### config.mk
export PLATFORM = sky130hd
export DESIGN_NAME = processing_element_ws_db
export DESIGN_NICKNAME = d
export VERILOG_FILES = /design/src/rtl/processing_element_ws_db.sv
export SDC_FILE = /design/constraint.sdc
export NUM_CORES = 1
export LEC_CHECK = 0
export BUFFER_PORTS_ARGS = -buffer_cell sky130_fd_sc_hd__buf_2
export CORE_MARGIN = 1
export CORE_UTILIZATION = 35
export DETAILED_ROUTE_END_ITERATION = 10
export SLEW_MARGIN = 20
export SYNTH_ARGS = -nofsm -noshare
export SYNTH_HDL_FRONTEND = slang
export SYNTH_SLANG_ARGS = --single-unit
### constraint.sdc
create_clock -name clk -period 8 [get_ports clk]
set_clock_uncertainty 0.05 [all_clocks]
set_input_delay 0.4 -clock clk [delete_from_list [all_inputs] [get_ports clk]]
set_output_delay 0.4 -clock clk [all_outputs]
set_load 0.1 [all_outputs]
### src/rtl/processing_element_ws_db.sv
// Weight-stationary MAC PE with shadow/active double-buffered weight for systolic grids.
// Optional saturating accumulate enabled by defining PE_SAT_EN (default: wrap-around, sat_out tied 0).
module processing_element_ws_db #(
  parameter int WORDWIDTH = 8,
  parameter int PSWIDTH   = 32,
  parameter int SIGNED    = 1
) (
  input  logic                 clk,
  input  logic                 reset_n,
  input  logic                 w_load_in,
  input  logic [WORDWIDTH-1:0] w_in,
  input  logic                 w_swap_in,
  input  logic                 enable_in,
  input  logic [WORDWIDTH-1:0] a_in,
  input  logic [PSWIDTH-1:0]   ps_in,
  output logic                 w_load_out,
  output logic [WORDWIDTH-1:0] w_out,
  output logic                 w_swap_out,
  output logic                 enable_out,
  output logic [WORDWIDTH-1:0] a_out,
  output logic [PSWIDTH-1:0]   ps_out,
  output logic                 sat_out
);

  // State encoding is {shadow_v, active_v}
  typedef enum logic [1:0] {
    EMPTY  = 2'b00,
    ACTIVE = 2'b01,
    PRIMED = 2'b10,
    FULL   = 2'b11
  } wstate_t;

  wstate_t              state_q, state_d;
  logic [WORDWIDTH-1:0] shadow_q, shadow_d;
  logic [WORDWIDTH-1:0] active_q, active_d;
  logic                 w_load_q, w_swap_q, enable_q;
  logic [WORDWIDTH-1:0] w_q, a_q, a_d;
  logic [PSWIDTH-1:0]   ps_q, ps_d;

  logic                 shadow_v, active_v;
  logic [WORDWIDTH-1:0] w_act;
  logic [PSWIDTH-1:0]   prod_ext;
  logic [PSWIDTH-1:0]   sum;
  logic [PSWIDTH-1:0]   mac;
  logic                 ovf;

  assign shadow_v = state_q[1];
  assign active_v = state_q[0];
  // MAC always sees the pre-swap weight; a commit this cycle takes effect next cycle
  assign w_act    = active_v ? active_q : '0;

  always_comb begin
    logic sv_n, av_n;
    shadow_d = shadow_q;
    active_d = active_q;
    sv_n     = shadow_v;
    av_n     = active_v;
    if (w_swap_in && shadow_v) begin
      active_d = shadow_q;
      av_n     = 1'b1;
      sv_n     = 1'b0;
    end
    // Applied after the swap so load+swap commits the old shadow and keeps the new one pending
    if (w_load_in) begin
      shadow_d = w_in;
      sv_n     = 1'b1;
    end
    state_d = wstate_t'({sv_n, av_n});
  end

  generate
    if (SIGNED != 0) begin : g_signed
      logic signed [2*WORDWIDTH-1:0] prod_s;
      assign prod_s   = $signed(a_in) * $signed(w_act);
      assign prod_ext = PSWIDTH'(prod_s);
    end else begin : g_unsigned
      logic [2*WORDWIDTH-1:0] prod_u;
      assign prod_u   = a_in * w_act;
      assign prod_ext = PSWIDTH'(prod_u);
    end
  endgenerate

  assign sum = ps_in + prod_ext;

`ifdef PE_SAT_EN
  logic [PSWIDTH-1:0] clamp;
  logic               sat_q, sat_d;

  generate
    if (SIGNED != 0) begin : g_sat_signed
      // Overflow only when both operands share a sign that the result does not
      assign ovf   = (ps_in[PSWIDTH-1] == prod_ext[PSWIDTH-1]) &&
                     (sum[PSWIDTH-1] != ps_in[PSWIDTH-1]);
      assign clamp = ps_in[PSWIDTH-1] ? {1'b1, {(PSWIDTH-1){1'b0}}}
                                      : {1'b0, {(PSWIDTH-1){1'b1}}};
    end else begin : g_sat_unsigned
      assign ovf   = (sum < ps_in);
      assign clamp = '1;
    end
  endgenerate

  assign mac     = ovf ? clamp : sum;
  assign sat_d   = enable_in ? ovf : sat_q;
  assign sat_out = sat_q;

  always_ff @(posedge clk or negedge reset_n) begin
    if (!reset_n) sat_q <= 1'b0;
    else          sat_q <= sat_d;
  end
`else
  assign ovf     = 1'b0;
  assign mac     = sum;
  assign sat_out = 1'b0;
`endif

  always_comb begin
    ps_d = ps_q;
    a_d  = a_q;
    if (enable_in && !ovf) begin
      ps_d = mac;
      a_d  = a_in;
    end else if (enable_in) begin
      ps_d = mac;
      a_d  = a_in;
    end
  end

  always_ff @(posedge clk or negedge reset_n) begin
    if (!reset_n) begin
      state_q  <= EMPTY;
      shadow_q <= '0;
      active_q <= '0;
      w_load_q <= 1'b0;
      w_swap_q <= 1'b0;
      enable_q <= 1'b0;
      w_q      <= '0;
      a_q      <= '0;
      ps_q     <= '0;
    end else begin
      state_q  <= state_d;
      shadow_q <= shadow_d;
      active_q <= active_d;
      w_load_q <= w_load_in;
      w_swap_q <= w_swap_in;
      enable_q <= enable_in;
      w_q      <= w_in;
      a_q      <= a_d;
      ps_q     <= ps_d;
    end
  end

  assign w_load_out = w_load_q;
  assign w_out      = w_q;
  assign w_swap_out = w_swap_q;
  assign enable_out = enable_q;
  assign a_out      = a_q;
  assign ps_out     = ps_q;

endmodule

After elaboration in Yosys (flattened, before gate mapping)
Cells that the tools add are included.
{ "op_classes": {"muxes": 3, "add_sub_neg": 1, "reduce_logical": 2, "n_mul": 1} }
{ "op_table": {"columns": ["operator", "count"], "rows": [
  ["adder 32 bit", 1],
  ["multiplier 8 x 8 -> 16 bit", 1],
  ["2-to-1 mux 8 bit", 1],
  ["2-to-1 mux 1 bit", 2],
  ["nonzero test 2 bit", 1],
  ["logical AND 1 bit", 1]
]} }
{ "totals": {"regBits": 69, "out_inout_bits": 52, "input_bits": 53, "wordCells": 17} }

Longest topological paths before layout
Gate-level depths: netlist of run 1.
{ "depth": {"word_depth": 3, "depth_mapped": 28, "mapped_depth_nobuf": 27} }

Least setup slack after synthesis of run 1
Ideal clock, no wire load.
{ "synth_timing": {"path_type": "reg-to-reg", "start": "register state_q[0]", "end": "register ps_q[29] (netlist: ps_out[29])", "setup_time_ps": 133, "path_stages_with_launch": 27, "path_slack_ps": 798, "required_time_ps": 7817, "arrival_time_ps": 7019, "synth_period_minus_slack_ps": 7202, "path_buffers": 1, "path_cell_list": "dfrtp_1 clkbuf_1 nand2_1 or2_2 fa_1 fa_1 inv_1 fa_1 inv_1 fa_1 inv_1 ha_1 o21ai_0 nor2_1 o41ai_1 o2111ai_1 o211ai_1 xnor2_1 ha_1 a211oi_1 nand3_1 a2111o_1 o211ai_1 nand3_1 a221oi_1 or4_1 nand4_1"} }
{ "synth_between": {"elab_chain_len": 3} }
{ "synth_lines": {"columns": ["element", "line_no", "source"], "rows": [
  ["start, declared", "33", "wstate_t state_q, state_d;"],
  ["start signal, assigned", "140", "state_q <= state_d;"],
  ["2-to-1 mux 8 bit", "50", "assign w_act = active_v ? active_q : '0;"],
  ["multiplier 8 x 8 -> 16 bit", "74", "assign prod_s = $signed(a_in) * $signed(w_act);"],
  ["adder 32 bit", "83", "assign sum = ps_in + prod_ext;"],
  ["end signal, assigned", "148", "ps_q <= ps_d;"],
  ["end, declared", "38", "logic [PSWIDTH-1:0] ps_q, ps_d;"]
]} }
No other way between the ends.
A chain may end at the register's enable or synchronous reset.

Worst setup path in the final report of run 1
Ends and elaborated chain as after synthesis.

==> results by group, run 1 <==
Synth
  – Dominant synthesized flop cell: dfrtp_1
  – Netlist cell types: 54
  – Count leader, synth: inv_1
  – Post-synth top area share: 0.263
  – Mapped Nets: 835
  – Synth area leaders: dfrtp_1, fa_1, ha_1
  – Asr flop ratio synth: 1.00
  – Syn. warnings: 0
  – Area of the mapped netlist: 6560 um^2
  – #FFs+latches synth: 69
  – Mean post-synth cell area: roughly 10 um^2
  – Post-Syn Instances: 664
  – Top cells by count, synth: inv_1, dfrtp_1, ha_1
  – Cell taking the most area after synthesis: dfrtp_1
  – Seq/Total Area, Yosys: 0.263
  – EDFF count, synth: 0

Die
  – Die width: between 100 and 150 um
  – Initial Utilization: 0.362
  – Io pins: between 100 and 150
  – Die area: approximately 19000 um^2
  – Core Box Area: 18100 um^2
  – Die Y-Extent: between 100 and 150 um
  – Row count: 49

CTS
  – Cts bufs inserted: 9
  – Clock tree buffer depth: 2
  – Setup bufs post-CTS: 0
  – CTS Root Cell: clkbuf_16
  – CTS Sinks: 69
  – CTS tree: yes
  – Cts hold-fix bufs: 0
  – Clock Pin Slew Worst Setup and Hold Paths: about 0.060 ns
  – Clock Latency Late Sink: 0.34 ns
  – H-tree Lvls: 3
  – Post_cts resized: 0

Placement
  – Detailed Place HPWL: about 12 mm
  – Port Buffer Count: 103
  – Placer Congestion: 0.808

Cells and area
  – Final net count: about 940
  – Count of fill cells added during filler insertion: 1812
  – Area occupied by registers: 1730 um^2
  – Fraction of layout instances using a drive strength above 1: 0.225
  – Area growth from synthesis to layout: 16.4%
  – Footprint of the multi-input gates: 4350 um^2

Worst setup path
  – Crit Path Max Fanout: 57
  – Depth of the worst register-to-register path: 26
  – Crit path capture type: register
  – Setup CP Type: reg -> reg
  – RR Startpoint: state_q[0]
  – FF-to-FF setup slack: between 0.7 and 0.8 ns
  – Startpoint Class: register
  – Worst r2r dst: ps_out[29]
  – Crit path DAT: 7.41 ns
  – Worst Path Required: between 8 and 9 ns

Global routing
  – Initial antenna violation count: 1
  – GR Overflow Total: 0
  – Vias in the first global route: 4844
  – First-pass GRT wire length: 24.8 mm
  – Largest net degree at the start of global routing: 70
  – GRT Resource Usage Total: 0.163

Timing
  – Final setup vio count: 0
  – Hold slack: 0.121 ns
  – Minimum clock period: 7.25 ns
  – Worst Tran Pin Value: 0.911 ns
  – Fin. max-slew vios: 0
  – Relative slew slack: 0.393
  – Maximum clock rate: 138 MHz
  – Fin. Hold Viols: 0
  – RSZ-0062 raised after global routing: false
  – Fin crit share: 0.906
  – Setup TNS Final: 0 ns

Flow run
  – Max-cap violations: 0

Min path
  – Hold Crit Class: in -> reg
  – Worst Hold Path EP: w_out[0]
  – Hold Startpoint: w_in[0]
  – WHS Path Cells: 1

Status
  – Status: finished, violations left
  – Failing checks: design-rule violations

Drt
  – Vias/cell: 5.08
  – DR WL/cell: 15.5 um
  – Pre-antenna DRT Iters: 9
  – DRC: 6
  – DRT iter0 DRCs: 226
  – Routed WL: 15.5 mm
  – Post-DRT Antenna Nets: 0
  – Vias: a little over 5000
[per-stage QoR]
| stage | instances | setup WS [ns] | util | instance area [um^2] |
|---|---|---|---|---|
| 6_report | 1001 | 0.754 | 0.421 | 7630 |
| 5_1_grt | 999 | 0.243 | 0.420 | 7630 |
| 4_1_cts | 999 | 0.774 | 0.420 | 7630 |
| 3_5_place_dp | 983 | 0.763 | 0.404 | 7320 |
| 3_3_place_gp | 983 | 0.888 | 0.404 | 7320 |
| 2_1_floorplan | 664 | 0.798 | - | 6560 |
[state kept, by name (all words and copies together) (netlist names), 2 cells and up]
register,cells
a_out,8
active_q,8
ps_out,32
shadow_q,8
state_q,2
w_out,8
[per-layer routing]
metal / track usage / share of wire / vias to the layer above
met5: 0 / 0 / -
met4: 0.0561 / 0.018 / 0
met3: 0.0311 / 0.042 / 22
met2: 0.250 / 0.45 / 113
met1: 0.228 / 0.49 / 2468
li1: - / - / 2485
[worst max-delay path by stage]
stage,cells past startpoint,startpoint,endpoint,slack [ns]
floorplan,26,state_q[0],ps_out[29],0.80
global placement,26,a_in[0],ps_out[30],0.89
detailed placement,26,a_in[0],ps_out[30],0.76
CTS,26,active_q[7],ps_out[30],0.77
global route,26,state_q[0],ps_out[30],0.24
finish,26,state_q[0],ps_out[29],0.75
[layout make-up]
| type | instances | area share |
|---|---|---|
| clock buffers | 9 | 0.0295 |
| repair buffers | 106 | 0.0708 |
| well taps | 229 | 0.0375 |
| flip-flops and latches | 69 | 0.226 |
| clock inverters | 7 | 0.0105 |
| diodes | 2 | 0.000656 |
| multi-input cells | 468 | 0.570 |
| inverters | 111 | 0.0546 |
[layout by cell type, fill, tap and decap left out, types with 21 or more instances in the layout]
cell type	count
inv_1	111
buf_2	102
dfrtp_1	69
ha_1	62
fa_1	56
and3_1	50
mux2_2	41
a21oi_1	32
nor2_1	30
nand3_1	24
xnor2_1	21
[worst max-delay path, stage by stage, from the launching register on]
cell	delay (ns)
dfrtp_1	0.34
buf_4	0.36
nand3_1	0.17
fa_1	0.52
fa_1	0.55
inv_1	0.06
fa_1	0.52
inv_1	0.05
fa_1	0.53
inv_1	0.04
ha_1	0.31
o21ai_0	0.09
nor2_1	0.08
o41ai_1	0.52
o2111ai_1	0.21
o211ai_1	0.19
xnor2_1	0.14
buf_4	0.23
ha_1	0.23
a211oi_1	0.31
nand3_1	0.14
a2111o_1	0.39
o211ai_1	0.31
nand3_1	0.20
a221oi_1	0.33
or4_1	0.16
nand4_1	0.09
[cell families (layout without fill, tap and decap cells)]
| family | count (synthesis) | count (layout) | synth area share |
|---|---|---|---|
| simple gates | 147 | 147 | 0.119 |
| buf+inv | 127 | 233 | 0.0732 |
| compound gates | 126 | 126 | 0.135 |
| fa+ha+maj | 118 | 118 | 0.289 |
| flops | 69 | 69 | 0.263 |
| mux | 41 | 41 | 0.0704 |
| xor+xnor | 35 | 35 | 0.0490 |
| other cells | 1 | 3 | 0.000572 |
Power of run 1 is left out: the tool's default activity adds up to more than one toggle a clock period on the data nets, which glitch-free logic cannot reach.
==> inputs of run 2 (changes only) <==
--- a/config.mk
+++ b/config.mk
@@ -6,7 +6,8 @@
 export NUM_CORES = 1
 export LEC_CHECK = 0
 export BUFFER_PORTS_ARGS = -buffer_cell sky130_fd_sc_hd__buf_2
-export CORE_MARGIN = 1
+export CORE_ASPECT_RATIO = 1.25
+export CORE_MARGIN = 3
 export CORE_UTILIZATION = 35
 export DETAILED_ROUTE_END_ITERATION = 10
 export SLEW_MARGIN = 20
==> run 2 against run 1 <==
Compared with the run above: via count rose by 1.3%; clock-buffer cell count increased by 1; largest cell class unchanged; setup slack better by 0.039 ns; register-to-register slack improved by 0.04 ns; hold slack hardly changed; the flow now finishes without violations; maximum frequency is 0.54% higher; non-clock buffer count did not move; final cell count shrank 0.30%; critical path depth unchanged; die area rose by 5.9%; core utilization shrank 0.44 points; final area is 0.56% lower.
==> results by group, run 2 (same netlist as run 1, synthesis figures left out) <==
Die
  – Core Box Area: between 15000 and 20000 um^2
  – Die Y-Extent: 159 um
  – Die area: around 20000 um^2
  – Row count: 55
  – Die width: 128 um
  – Io pins: between 100 and 150
  – Initial Utilization: 0.360

Drt
  – Vias/cell: just over 5
  – DRT iter0 DRCs: 230
  – Vias: 5154
  – DRC: 0
  – Post-DRT Antenna Nets: 0
  – Pre-antenna DRT Iters: 4
  – DR WL/cell: 15.6 um
  – Routed WL: 15.6 mm

CTS
  – CTS Root Cell: clkbuf_16
  – Cts hold-fix bufs: 0
  – H-tree Lvls: 3
  – Clock tree buffer depth: 2
  – CTS Sinks: 69
  – Clock Pin Slew Worst Setup and Hold Paths: 0.06 ns
  – Post_cts resized: 0
  – Setup bufs post-CTS: 0
  – Cts bufs inserted: 9
  – Clock Latency Late Sink: 0.34 ns
  – CTS tree: yes

Cells and area
  – Fraction of layout instances using a drive strength above 1: 0.223
  – Diodes inserted: 0
  – Post-route design area: 7590 um^2
  – Final net count: 936
  – Most common cell after layout, fill and taps aside: inv_1
  – Area growth from synthesis to layout: 15.7%
  – Area occupied by registers: 1730 um^2
  – Max FFs per register: 32
  – Count of fill cells added during filler insertion: 1808
  – Most frequent cells in the layout: inv_1, buf_2, dfrtp_1
  – Footprint of the multi-input gates: ~4400 um^2

Global routing
  – Routing usage on met3: 0.0218
  – Met2 Use GR: 0.291
  – First-pass GRT wire length: 25.9 mm
  – GRT Resource Usage Total: 0.158
  – Vias in the first global route: around 5300
  – GR Overflow Total: 0
  – Initial antenna violation count: 0
  – GRT busiest layer: met2
  – Met1 Usage GRT: 0.187
  – Largest net degree at the start of global routing: 70

Worst setup path
  – Crit path capture type: register
  – Startpoint Class: register
  – Crit Path Max Fanout: 16
  – RR Startpoint: active_q[7]
  – Worst Path Required: 8.17 ns
  – Crit path DAT: approximately 7.4 ns
  – FF-to-FF setup slack: 0.79 ns
  – Setup CP Type: reg -> reg
  – Worst r2r dst: ps_out[30]
  – Depth of the worst register-to-register path: 26

Placement
  – Port Buffer Count: slightly above 100
  – Placer Congestion: 0.876
  – Detailed Place HPWL: ~12 mm
  – Area after DPL: 7320 um^2

Timing
  – Hold slack: 0.121 ns
  – Worst Tran Pin Value: 0.924 ns
  – RSZ-0062 raised after global routing: false
  – Fin. max-slew vios: 0
  – Fin crit share: 0.901
  – Fin. Hold Viols: 0
  – Minimum clock period: approximately 7.2 ns
  – Final setup vio count: 0
  – Relative slew slack: 0.384
  – Maximum clock rate: between 100 and 150 MHz
  – Setup TNS Final: 0 ns

Min path
  – Hold Crit Class: in -> async

Status
  – Status: completed

Flow run
  – Max-cap violations: 0
run 2: changes by cell type in the layout (fill, tap and decap cells not counted), sizes merged:
cell	delta
clkinv	+4
clkbuf	+1
clkinvlp	-1
inv	-3
bufinv	-1
diode	-2
run 2: per-layer routing:
metal / up-vias / part of all wire / wire [um]
met3: 12 / 0.028 / 441
met5: - / 0 / 0
met2: 76 / 0.54 / 8490
met4: 0 / 0.014 / 217
met1: 2583 / 0.41 / 6430
li1: 2483 / - / -
run 2: worst max path at each step:
stage                 from    endpoint  slack (ns)  cells after the start
6_report       active_q[7]  ps_out[30]        0.79                     26
5_1_grt         state_q[0]  ps_out[30]        0.23                     26
4_1_cts        active_q[7]  ps_out[30]        0.76                     26
3_5_place_dp   active_q[7]  ps_out[30]        0.78                     26
3_3_place_gp       a_in[0]  ps_out[30]        0.90                     26
2_1_floorplan   state_q[0]  ps_out[29]        0.80                     26
run 2: final cells by class:
type,instances,area share
clock buffers,10,0.0302
clock inverters,6,0.00527
inverters,111,0.0549
multi-input cells,468,0.574
flip-flops and latches,69,0.227
well taps,228,0.0376
repair buffers,106,0.0712
run 2: critical path, stage by stage (launching register included):
cell and delay, ns:
dfrtp_1 0.34, nand2_1 0.21, or2_2 0.36, fa_1 0.50, fa_1 0.55, inv_1 0.06
fa_1 0.53, inv_1 0.06, fa_1 0.52, inv_1 0.04, ha_1 0.31, o21ai_0 0.08
nor2_1 0.08, o41ai_1 0.50, o2111ai_1 0.21, o211ai_1 0.19, xnor2_1 0.13, buf_4 0.22
ha_1 0.38, nand4_1 0.18, or2_2 0.34, o2111a_1 0.17, o32ai_4 0.21, a2111oi_2 0.16
o41ai_2 0.32, xor2_1 0.10, mux2_2 0.27
run 2: stage by stage:
| stage | instances | utilization | worst slack, ns |
|---|---|---|---|
| 2_1_floorplan | 664 | - | 0.798 |
| 3_3_place_gp | 982 | 0.402 | 0.902 |
| 3_5_place_dp | 982 | 0.402 | 0.781 |
| 4_1_cts | 998 | 0.416 | 0.756 |
| 5_1_grt | 998 | 0.416 | 0.226 |
| 6_report | 998 | 0.416 | 0.793 |
Power of run 2 is left out for the same reason.
